### src/rtl/hand_sequencer_if.sv
// Line-drawer handshake bundle: endpoints, colour and the start/done pair
// that the sequencer owns on behalf of the line drawer.
interface hand_sequencer_if;
  logic       draw_start;
  logic       draw_done;
  logic [9:0] x0;
  logic [8:0] y0;
  logic [9:0] x1;
  logic [8:0] y1;
  logic       pixel_color;

  modport master (
    output draw_start, x0, y0, x1, y1, pixel_color,
    input  draw_done
  );

  modport slave (
    input  draw_start, x0, y0, x1, y1, pixel_color,
    output draw_done
  );
endinterface

### src/rtl/hand_sequencer.sv
// Animates a 12-position clock hand: erase previous hand, draw the new one,
// hold for a tick interval, advance. Drives the line drawer via the interface.
module hand_sequencer #(
  parameter int NUM_STEPS   = 12,
  parameter int TICK_CYCLES = 50_000_000,
  parameter int CX          = 200,
  parameter int CY          = 200
) (
  input  logic             clk,
  input  logic             reset,
  input  logic             enable,
  hand_sequencer_if.master line,
  output logic [3:0]       step,
  output logic             busy
);

  localparam int TW = (TICK_CYCLES > 1) ? $clog2(TICK_CYCLES) : 1;

  typedef enum logic [2:0] {
    IDLE, ERASE_REQ, ERASE_WAIT, DRAW_REQ, DRAW_WAIT, HOLD
  } state_t;

  state_t        state_q, state_d;
  logic [3:0]    step_q, step_d;
  logic [3:0]    prev_step_q, prev_step_d;
  logic          prev_valid_q, prev_valid_d;
  logic [TW-1:0] tick_q, tick_d;
  logic [9:0]    x1_q, x1_d;
  logic [8:0]    y1_q, y1_d;
  logic          color_q, color_d;

  function automatic logic [18:0] endpoint(input logic [3:0] idx);
    case (idx)
      4'd1:    endpoint = {10'd295, 9'd35};
      4'd2:    endpoint = {10'd364, 9'd105};
      4'd3:    endpoint = {10'd390, 9'd200};
      4'd4:    endpoint = {10'd364, 9'd295};
      4'd5:    endpoint = {10'd295, 9'd364};
      4'd6:    endpoint = {10'd200, 9'd390};
      4'd7:    endpoint = {10'd105, 9'd364};
      4'd8:    endpoint = {10'd35,  9'd295};
      4'd9:    endpoint = {10'd10,  9'd200};
      4'd10:   endpoint = {10'd35,  9'd105};
      4'd11:   endpoint = {10'd105, 9'd35};
      default: endpoint = {10'd200, 9'd10};
    endcase
  endfunction

  always_ff @(posedge clk or negedge reset) begin
    if (!reset) begin
      state_q      <= IDLE;
      step_q       <= '0;
      prev_step_q  <= '0;
      prev_valid_q <= 1'b0;
      tick_q       <= '0;
      x1_q         <= 10'd200;
      y1_q         <= 9'd10;
      color_q      <= 1'b0;
    end else begin
      state_q      <= state_d;
      step_q       <= step_d;
      prev_step_q  <= prev_step_d;
      prev_valid_q <= prev_valid_d;
      tick_q       <= tick_d;
      x1_q         <= x1_d;
      y1_q         <= y1_d;
      color_q      <= color_d;
    end
  end

  // Endpoints/colour are loaded on the edge entering a REQ state, so they
  // first appear together with draw_start and stay put through the WAIT state.
  always_comb begin
    state_d      = state_q;
    step_d       = step_q;
    prev_step_d  = prev_step_q;
    prev_valid_d = prev_valid_q;
    tick_d       = tick_q;
    x1_d         = x1_q;
    y1_d         = y1_q;
    color_d      = color_q;

    case (state_q)
      IDLE: begin
        if (enable) begin
          if (prev_valid_q) begin
            state_d      = ERASE_REQ;
            {x1_d, y1_d} = endpoint(prev_step_q);
            color_d      = 1'b0;
          end else begin
            state_d      = DRAW_REQ;
            {x1_d, y1_d} = endpoint(step_q);
            color_d      = 1'b1;
          end
        end
      end
      ERASE_REQ: state_d = ERASE_WAIT;
      ERASE_WAIT: begin
        if (line.draw_done) begin
          state_d      = DRAW_REQ;
          {x1_d, y1_d} = endpoint(step_q);
          color_d      = 1'b1;
        end
      end
      DRAW_REQ: state_d = DRAW_WAIT;
      DRAW_WAIT: begin
        if (line.draw_done) begin
          state_d      = HOLD;
          prev_step_d  = step_q;
          prev_valid_d = 1'b1;
          tick_d       = '0;
        end
      end
      HOLD: begin
        if (enable) begin
          if (tick_q == TW'(TICK_CYCLES - 1)) begin
            state_d      = ERASE_REQ;
            step_d       = (step_q == 4'(NUM_STEPS - 1)) ? 4'd0 : step_q + 4'd1;
            {x1_d, y1_d} = endpoint(prev_step_q);
            color_d      = 1'b0;
          end else begin
            tick_d = tick_q + 1'b1;
          end
        end
      end
      default: state_d = IDLE;
    endcase
  end

  assign line.draw_start  = (state_q == ERASE_REQ) || (state_q == DRAW_REQ);
  assign line.x0          = 10'(CX);
  assign line.y0          = 9'(CY);
  assign line.x1          = x1_q;
  assign line.y1          = y1_q;
  assign line.pixel_color = color_q;
  assign step             = step_q;
  assign busy             = (state_q == ERASE_REQ) || (state_q == ERASE_WAIT) ||
                            (state_q == DRAW_REQ)  || (state_q == DRAW_WAIT);

endmodule

### src/flat_wrapper.sv
// flat-port wrapper written by rule: the top's interface ports become plain ports
module hand_sequencer_flat 
#(
  parameter int NUM_STEPS   = 12,
  parameter int TICK_CYCLES = 50_000_000,
  parameter int CX          = 200,
  parameter int CY          = 200
)
  (clk, reset, enable, step, busy, line_draw_start, line_x0, line_y0, line_x1, line_y1, line_pixel_color, line_draw_done);
  hand_sequencer_if line_i ();
  input  logic clk;
  input  logic reset;
  input  logic enable;
  output logic [3:0] step;
  output logic busy;
  output wire logic [$bits(line_i.draw_start)-1:0] line_draw_start;
  output wire logic [$bits(line_i.x0)-1:0] line_x0;
  output wire logic [$bits(line_i.y0)-1:0] line_y0;
  output wire logic [$bits(line_i.x1)-1:0] line_x1;
  output wire logic [$bits(line_i.y1)-1:0] line_y1;
  output wire logic [$bits(line_i.pixel_color)-1:0] line_pixel_color;
  input wire logic [$bits(line_i.draw_done)-1:0] line_draw_done;
  assign line_draw_start = line_i.draw_start;
  assign line_x0 = line_i.x0;
  assign line_y0 = line_i.y0;
  assign line_x1 = line_i.x1;
  assign line_y1 = line_i.y1;
  assign line_pixel_color = line_i.pixel_color;
  assign line_i.draw_done = line_draw_done;
  hand_sequencer #(.NUM_STEPS(NUM_STEPS), .TICK_CYCLES(TICK_CYCLES), .CX(CX), .CY(CY)) u_core (.clk(clk), .reset(reset), .enable(enable), .line(line_i), .step(step), .busy(busy));
endmodule
### config.mk
export PLATFORM = sky130hd
export DESIGN_NAME = hand_sequencer_flat
export DESIGN_NICKNAME = d
export VERILOG_FILES = /design/src/rtl/hand_sequencer_if.sv /design/src/rtl/hand_sequencer.sv /design/src/flat_wrapper.sv
export SDC_FILE = /design/constraint.sdc
export NUM_CORES = 1
export LEC_CHECK = 0
export ABC_AREA = 1
export BUFFER_PORTS_ARGS = -buffer_cell sky130_fd_sc_hd__buf_2
export CELL_PAD_IN_SITES_DETAIL_PLACEMENT = 0
export CELL_PAD_IN_SITES_GLOBAL_PLACEMENT = 2
export CORE_AREA = 2 2 116 118
export DETAILED_ROUTE_END_ITERATION = 6
export DIE_AREA = 0 0 118 120
export PLACE_DENSITY_LB_ADDON = 0.3
export RECOVER_POWER = 50
export SYNTH_ARGS = -nofsm -noshare
export SYNTH_HDL_FRONTEND = slang
export SYNTH_SLANG_ARGS = --single-unit
### constraint.sdc
create_clock -name clk -period 1.9 [get_ports clk]
set_input_delay 0.38 -clock clk [delete_from_list [all_inputs] [get_ports clk]]
set_output_delay 0.38 -clock clk [all_outputs]
set_load 0.02 [all_outputs]
==> results.yml, run 1 <==
synthesis:
  ys_seq_area_share_pct: 32.39
  synth_seq_cells: 52
  ys_warn_count: 0
  syn_inst: 618
  synth_area_per_cell_um2: 6.531
  syn_area_um2: 4036
  synthDistinctLibCells: 36
clock_tree:
  cts_root_buf: "clkbuf_16"
  cts_made_buffers: 5
  clkLatencyLatePin_ns: 0.30
  clk_pin_slew_worst_paths_ns: 0.07
  htreeDepth: 2
  cts_tree: "done"
  cts.sinks: 52
  clk_path_buf_depth: 2
floorplan:
  die-area_um2: 14160
  rows: 42
  die_y_um: 120
  start_util_pct: 31.10
  die_w_um: 118
  io-pin-count: 49
  core_area_um2: 12980
pwr:
  p_leak_nw: 2.187
  power.density_nw_per_um2: 937.5
  peakVddDrop_mv: 0.3331
  finalPower_w: 0.004317
final_layout:
  num-fill-cells: 1467
  antenna_cells: 0
  nets: 674
  final_common_cell: "nand2_1"
  mostFrequentLayoutCells: "231 x nand2_1, 74 x nand3_1, 55 x nor2_1"
  drive_gt1_share_pct: 13.77
  syn_to_final_growth_pct: 14.07
  final_cells: 837
routing:
  wl_um: 11530
  drtIter0Drc: 327
  wl_per_cell_um: 13.77
  drtPass1Iterations: 5
  ant_nets: 0
  vias: 3871
  drc_errors: 0
  via_per_inst: 4.625
worst_setup_path:
  crit_family: "simple AND/OR/NAND/NOR gates"
  worstPathArrival_ns: 2.00
  worst_setup_path_start_kind: "register"
  crit_start: "u_core.tick_q[11]"
  path_cells: "inv_1 > nand2_1 > nor2_1 > nand2_1 > nor2_4 > nand3_4 > nand2_8 > buf_4 > nand2_1 > o21ai_1"
  slowest_stage: "dfrtp_1"
  crit_type: "reg -> reg"
  critPathMaxFanout: 16
  r2r_start: "u_core.tick_q[11]"
  cp_common_cell: "nand2_1"
  path_buf_inv: 2
  crit_path_end_kind: "register"
  cpPeakStageDelay_ns: 0.48
  crit_required_ns: 2.12
global_route:
  gr-total-overflow: 0
  grt_max_degree: 20
  grt_pass1_wl_um: 19170
  grt_pass1_vias: 3606
  grt_usage_pct: 16.84
  antenna_found_initial: 0
placement:
  port_buffers: 26
  gp_congestion: 0.8195
  placed_cells: 828
  dpl.hpwl_um: 9080
timing:
  worstMarginPinSlew_ns: 1.051
  final-setup-viol-count: 0
  drv_slew: 0
  hold_viol_final: 0
  setup_tns_ns: 0
  relSlewSlack_pct: 29.92
  period_share_pct: 93.39
  max_freq_mhz: 563.6
  skew_ns: 0.009275
  period_needed_ns: 1.774
worst_hold_path:
  hp-class: "in -> async"
run:
  maxCapViolCount: 0
run_status:
  outcome: "finished, final reports clean"
## sequential cells by signal (all words and copies together) (netlist names)
signal,count
u_core.prev_step_q,4
u_core.prev_valid_q,1
u_core.step,4
u_core.line.x1,6
u_core.state_q,3
u_core.line.pixel_color,1
u_core.tick_q,26
u_core.line.y1,7
## per-stage QoR
| stage | hold WS, ns | worst slack, ns | area [um2] | utilization (%) |
|---|---|---|---|---|
| finish | 0.2510 | 0.1256 | 4604 | 35.47 |
| global placement | 0.3798 | 0.1494 | 4417 | 34.03 |
| global route | 0.3350 | -0.007129 | 4604 | 35.47 |
| CTS | 0.06291 | 0.09851 | 4606 | 35.48 |
| floorplan | 0.08441 | 0.1442 | 4111 | - |
| detailed placement | 0.3806 | 0.1308 | 4417 | 34.03 |
## synthesized netlist by cell type, drive strengths merged
| master | count | area share (%) |
|---|---|---|
| clkinv | 1 | 0.093 |
| xor2 | 1 | 0.22 |
| nand4 | 10 | 1.5 |
| or2 | 6 | 0.93 |
| xnor2 | 3 | 0.65 |
| dfrtp | 47 | 29 |
| nand2 | 238 | 23 |
| ha | 10 | 3.1 |
| inv | 49 | 4.6 |
| nor2 | 61 | 6.7 |
| nand3 | 77 | 10 |
| o21a | 1 | 0.19 |
| a21oi | 6 | 1.1 |
| conb | 2 | 0.19 |
| o21ai | 46 | 5.7 |
| dfstp | 5 | 3.3 |
| buf | 35 | 6.8 |
| o21bai | 4 | 0.74 |
| and2 | 1 | 0.22 |
| o211ai | 2 | 0.37 |
| nand3b | 2 | 0.37 |
| clkbuf | 5 | 0.47 |
| nor3 | 5 | 0.62 |
| a21o | 1 | 0.19 |
## kinds of logic (layout without fill, tap and decap cells)
logic type               after synthesis  in the layout  share of synthesized area, %
adder cells (fa/ha/maj)               10             10                         3.100
other                                  2             22                        0.1861
buffers and inverters                 90            113                         11.90
AO/OA/AOI/OAI                         60             60                         8.308
AND/OR/NAND/NOR                      400            400                         43.24
XOR/XNOR                               4              4                        0.8681
flip-flops                            52             52                         32.39
## worst paths after layout
kind / end / slack, ns / cells past startpoint
hold reg to reg: u_core.line.y1[3] / 0.47 / 2
max in group asynchronous: u_core.line.y1[1] / 0.55 / 2
setup / recovery: u_core.tick_q[5] / 0.13 / 10
hold / removal: u_core.line.x1[2] / 0.25 / 1
min in group clk: u_core.state_q[1] / 0.41 / 4
setup reg to reg: u_core.tick_q[5] / 0.13 / 10
## power by group
part / leakage [nW] / internal [W] / switching [W] / total [W]
clock network: 0.0911 / 0.000757 / 0.000430 / 0.00119
registers: 0.695 / 0.00128 / 0.000105 / 0.00138
logic: 1.40 / 0.000533 / 0.00121 / 0.00175
total: 2.19 / 0.00257 / 0.00175 / 0.00432
## what timing repair did
action,4_1_cts,5_1_grt
resized for setup,0,8
buffers inserted,0,1
endpoints found under the setup margin,0,29
hold buffers,0,0
## per-layer routing
metal / share of wire (%) / global-route usage, % / up-vias
met5: 0 / 0 / -
met3: 3.4 / 2.329 / 2
met2: 42 / 24.78 / 86
met1: 54 / 25.95 / 1762
li1: - / - / 2021
met4: 0.50 / 3.614 / 0
## area by class of cell
type,instances,area [um2],area share [%]
multi-input cells,496,2356,51.17
flip-flops and latches,52,1309,28.42
repair buffers,55,342.8,7.446
well taps,176,220.2,4.783
inverters,50,187.7,4.076
clock buffers,6,128.9,2.799
clock inverters,2,60.06,1.304
No activity file was read; power rests on OpenSTA's default activity.
==> inputs of run 2 (changes only) <==
--- a/config.mk
+++ b/config.mk
@@ -5,13 +5,13 @@
 export SDC_FILE = /design/constraint.sdc
 export NUM_CORES = 1
 export LEC_CHECK = 0
-export ABC_AREA = 1
+export ABC_AREA = 0
 export BUFFER_PORTS_ARGS = -buffer_cell sky130_fd_sc_hd__buf_2
 export CELL_PAD_IN_SITES_DETAIL_PLACEMENT = 0
 export CELL_PAD_IN_SITES_GLOBAL_PLACEMENT = 2
-export CORE_AREA = 2 2 116 118
+export CORE_AREA = 2 2 104 106
 export DETAILED_ROUTE_END_ITERATION = 6
-export DIE_AREA = 0 0 118 120
+export DIE_AREA = 0 0 106 108
 export PLACE_DENSITY_LB_ADDON = 0.3
 export RECOVER_POWER = 50
 export SYNTH_ARGS = -nofsm -noshare
==> run 2 against run 1 <==
The run now ends with negative setup slack left. Critical path type unchanged. Non-clock buffer count up 60. Sequential share of layout area up 0.12 points. Clock skew about the same. Sequential power up 13%. Clock power down 33%. Critical endpoint is now u_core.line.x1[0]. Highest routed layer unchanged.
==> results.yml, run 2 <==
run_status:
  outcome: "complete, but fails checks"
  violations: "negative setup slack"
timing:
  max_freq_mhz: 483.8
  worstMarginPinSlew_ns: 0.9891
  hold_viol_final: 0
  skew_ns: 0.009486
  worst_slack_ns: -0.1670
  setup_tns_ns: -2.934
  period_share_pct: 108.8
  final-setup-viol-count: 32
  drv_slew: 0
  period_needed_ns: 2.067
  relSlewSlack_pct: 34.06
  rsz0062_at_grt: "yes"
floorplan:
  io-pin-count: 49
  core_area_um2: 10230
  rows: 37
  start_util_pct: 35.29
  die-area_um2: 11450
  die_w_um: 106
  die_y_um: 108
worst_hold_path:
  hp-class: "in -> async"
final_layout:
  largest_reg_flops: 26
  nets: 510
  post-route-util_pct: 44.82
  mostFrequentLayoutCells: "82 x buf_4, 46 x dfrtp_1, 34 x nand2_1"
  drive_gt1_share_pct: 34.81
  syn_to_final_growth_pct: 26.99
  fin_area_um2: 4586
  final_common_cell: "buf_4"
  top_register: "u_core.tick_q"
  antenna_cells: 0
synthesis:
  async_flop_share_pct: 100.0
  synth_area_per_cell_um2: 8.982
  synth-edff-count: 0
  syn_area_um2: 3611
  yosysTopAreaCell: "dfrtp_1"
  synthDistinctLibCells: 64
  synth_top_flop_cell: "dfrtp_1"
  ys_warn_count: 0
  synthDominantCellAreaShare_pct: 32.57
  synth_seq_cells: 52
  ys_top_cells_by_area: "dfrtp_1 33%, buf_4 5.2%, o21ai_0 4.4%"
  synth_most_common_cell: "dfrtp_1"
  syn_inst: 402
  ys_seq_area_share_pct: 36.21
  synth_common_cells: "47 x dfrtp_1, 35 x nand2_1, 32 x o21ai_0"
placement:
  dpl.hpwl_um: 7494
  gp_congestion: 0.8254
  dpl_cell_area_um2: 4274
  port_buffers: 26
routing:
  vias: 3288
  drtPass1Iterations: 4
  wl_um: 10100
  drtIter0Drc: 146
  ant_nets: 0
  via_per_inst: 5.194
  drc_errors: 0
  wl_per_cell_um: 15.96
run:
  maxCapViolCount: 0
worst_setup_path:
  critPathMaxFanout: 7
  crit_type: "reg -> reg"
  crit_path_end_kind: "register"
  path_cells: "nand4_2 > or4_4 > or3_4 > and2_4 > mux2_4"
  worstPathArrival_ns: 2.27
  worst_setup_path_start_kind: "register"
  crit_required_ns: 2.10
  cpPeakStageDelay_ns: 0.51
  slowest_stage: "or4_4"
clock_tree:
  clkLatencyLatePin_ns: 0.31
  clk_path_buf_depth: 2
  clk_pin_slew_worst_paths_ns: 0.10
  cts_tree: "done"
  cts.sinks: 52
  htreeDepth: 2
  hold_buffers: 0
  cts_root_buf: "clkbuf_8"
  cts_made_buffers: 5
global_route:
  grt_pass1_vias: 3293
  gr-total-overflow: 0
  grt_use_met1_pct: 23.64
  grt_max_degree: 37
  grt_pass1_wl_um: 16920
  grt-busiest-layer: "met2"
  use_met3_pct: 3.074
  use_met2_pct: 32.67
  antenna_found_initial: 0
  grt_usage_pct: 18.70
pwr:
  power.density_nw_per_um2: 940.6
  p_leak_nw: 2.096
  peakVddDrop_mv: 0.6091
  finalPower_w: 0.004313
[run 2: cell types whose count changed in the layout (fill, tap and decap cells not counted), sizes merged, moves of 11 or more]
cell and delta:
nand2 -203, buf +71, nand3 -64, nor2 -46, inv -33, a21oi +18
a31oi +12, clkbuf -12, mux2 +12, o21ai -12, mux2i +11
[run 2: kinds of logic (layout without fill, tap and decap cells)]
| family | after synthesis | count (layout) | synth area share [%] |
|---|---|---|---|
| DFF | 52 | 52 | 36.21 |
| adders and majority gates | 10 | 10 | 3.465 |
| AOI/OAI and AO/OA | 121 | 121 | 21.90 |
| other | 2 | 22 | 0.2080 |
| and+or+nand+nor | 122 | 123 | 18.40 |
| muxes | 23 | 23 | 7.415 |
| xor gates and xnor gates | 7 | 7 | 1.698 |
| buffers and inverters | 65 | 139 | 10.71 |
[run 2: cell type report]
class / instances / area, um2
clock buffers: 5 / 68.82
well taps: 136 / 170.2
repair buffers: 115 / 817.0
fillers: 1002 / 5645
clock inverters: 3 / 42.54
inverters: 16 / 60.06
multi-input cells: 306 / 2118
flip-flops and latches: 52 / 1309
[run 2: worst paths after layout]
check,startpoint,to,slack [ns],depth (start not counted)
worst min-delay path,reset,u_core.line.x1[1],0.20,1
max in group asynchronous,reset,u_core.state_q[0],0.24,2
worst max register to register,u_core.tick_q[21],u_core.line.x1[0],-0.17,5
min in group clk,line_draw_done,u_core.state_q[0],0.38,3
worst min register to register,u_core.line.y1[1],u_core.line.y1[1],0.48,2
worst max-delay path,u_core.tick_q[21],u_core.line.x1[0],-0.17,5
[run 2: power by group]
| group | internal [W] | switching, W |
|---|---|---|
| logic | 0.000928 | 0.00103 |
| clock network | 0.000391 | 0.000407 |
| registers | 0.00136 | 0.000194 |
| total | 0.00268 | 0.00163 |
[run 2: per-stage QoR]
stage               hold WS, ns  std cells  setup WS (ns)
detailed placement       0.3574        614        -0.3652
global placement         0.3496        614        -0.2818
floorplan               0.08441        422        -0.3698
CTS                    0.004496        631        -0.1725
finish                   0.1976        633        -0.1670
global route             0.2833        633        -0.2219
[run 2: repair_timing]
action,4_1_cts,5_1_grt
buffers inserted,9,2
pin swaps,20,8
hold endpoints to repair,0,0
gates cloned,1,0
endpoints found under the setup margin,39,48
gates resized for setup,24,19
[run 2: layer usage]
metal  part of all wire (%)  wire [um]
met5                      0          0
met3                    3.4        347
met4                    2.0        203
met1                     45       4541
met2                     50       5010
[run 2: worst max-delay path, delay by kind of cell (launching register included)]
kind          cells  cell delay (ns)
simple gates      4             1.25
flops             1             0.40
mux               1             0.31
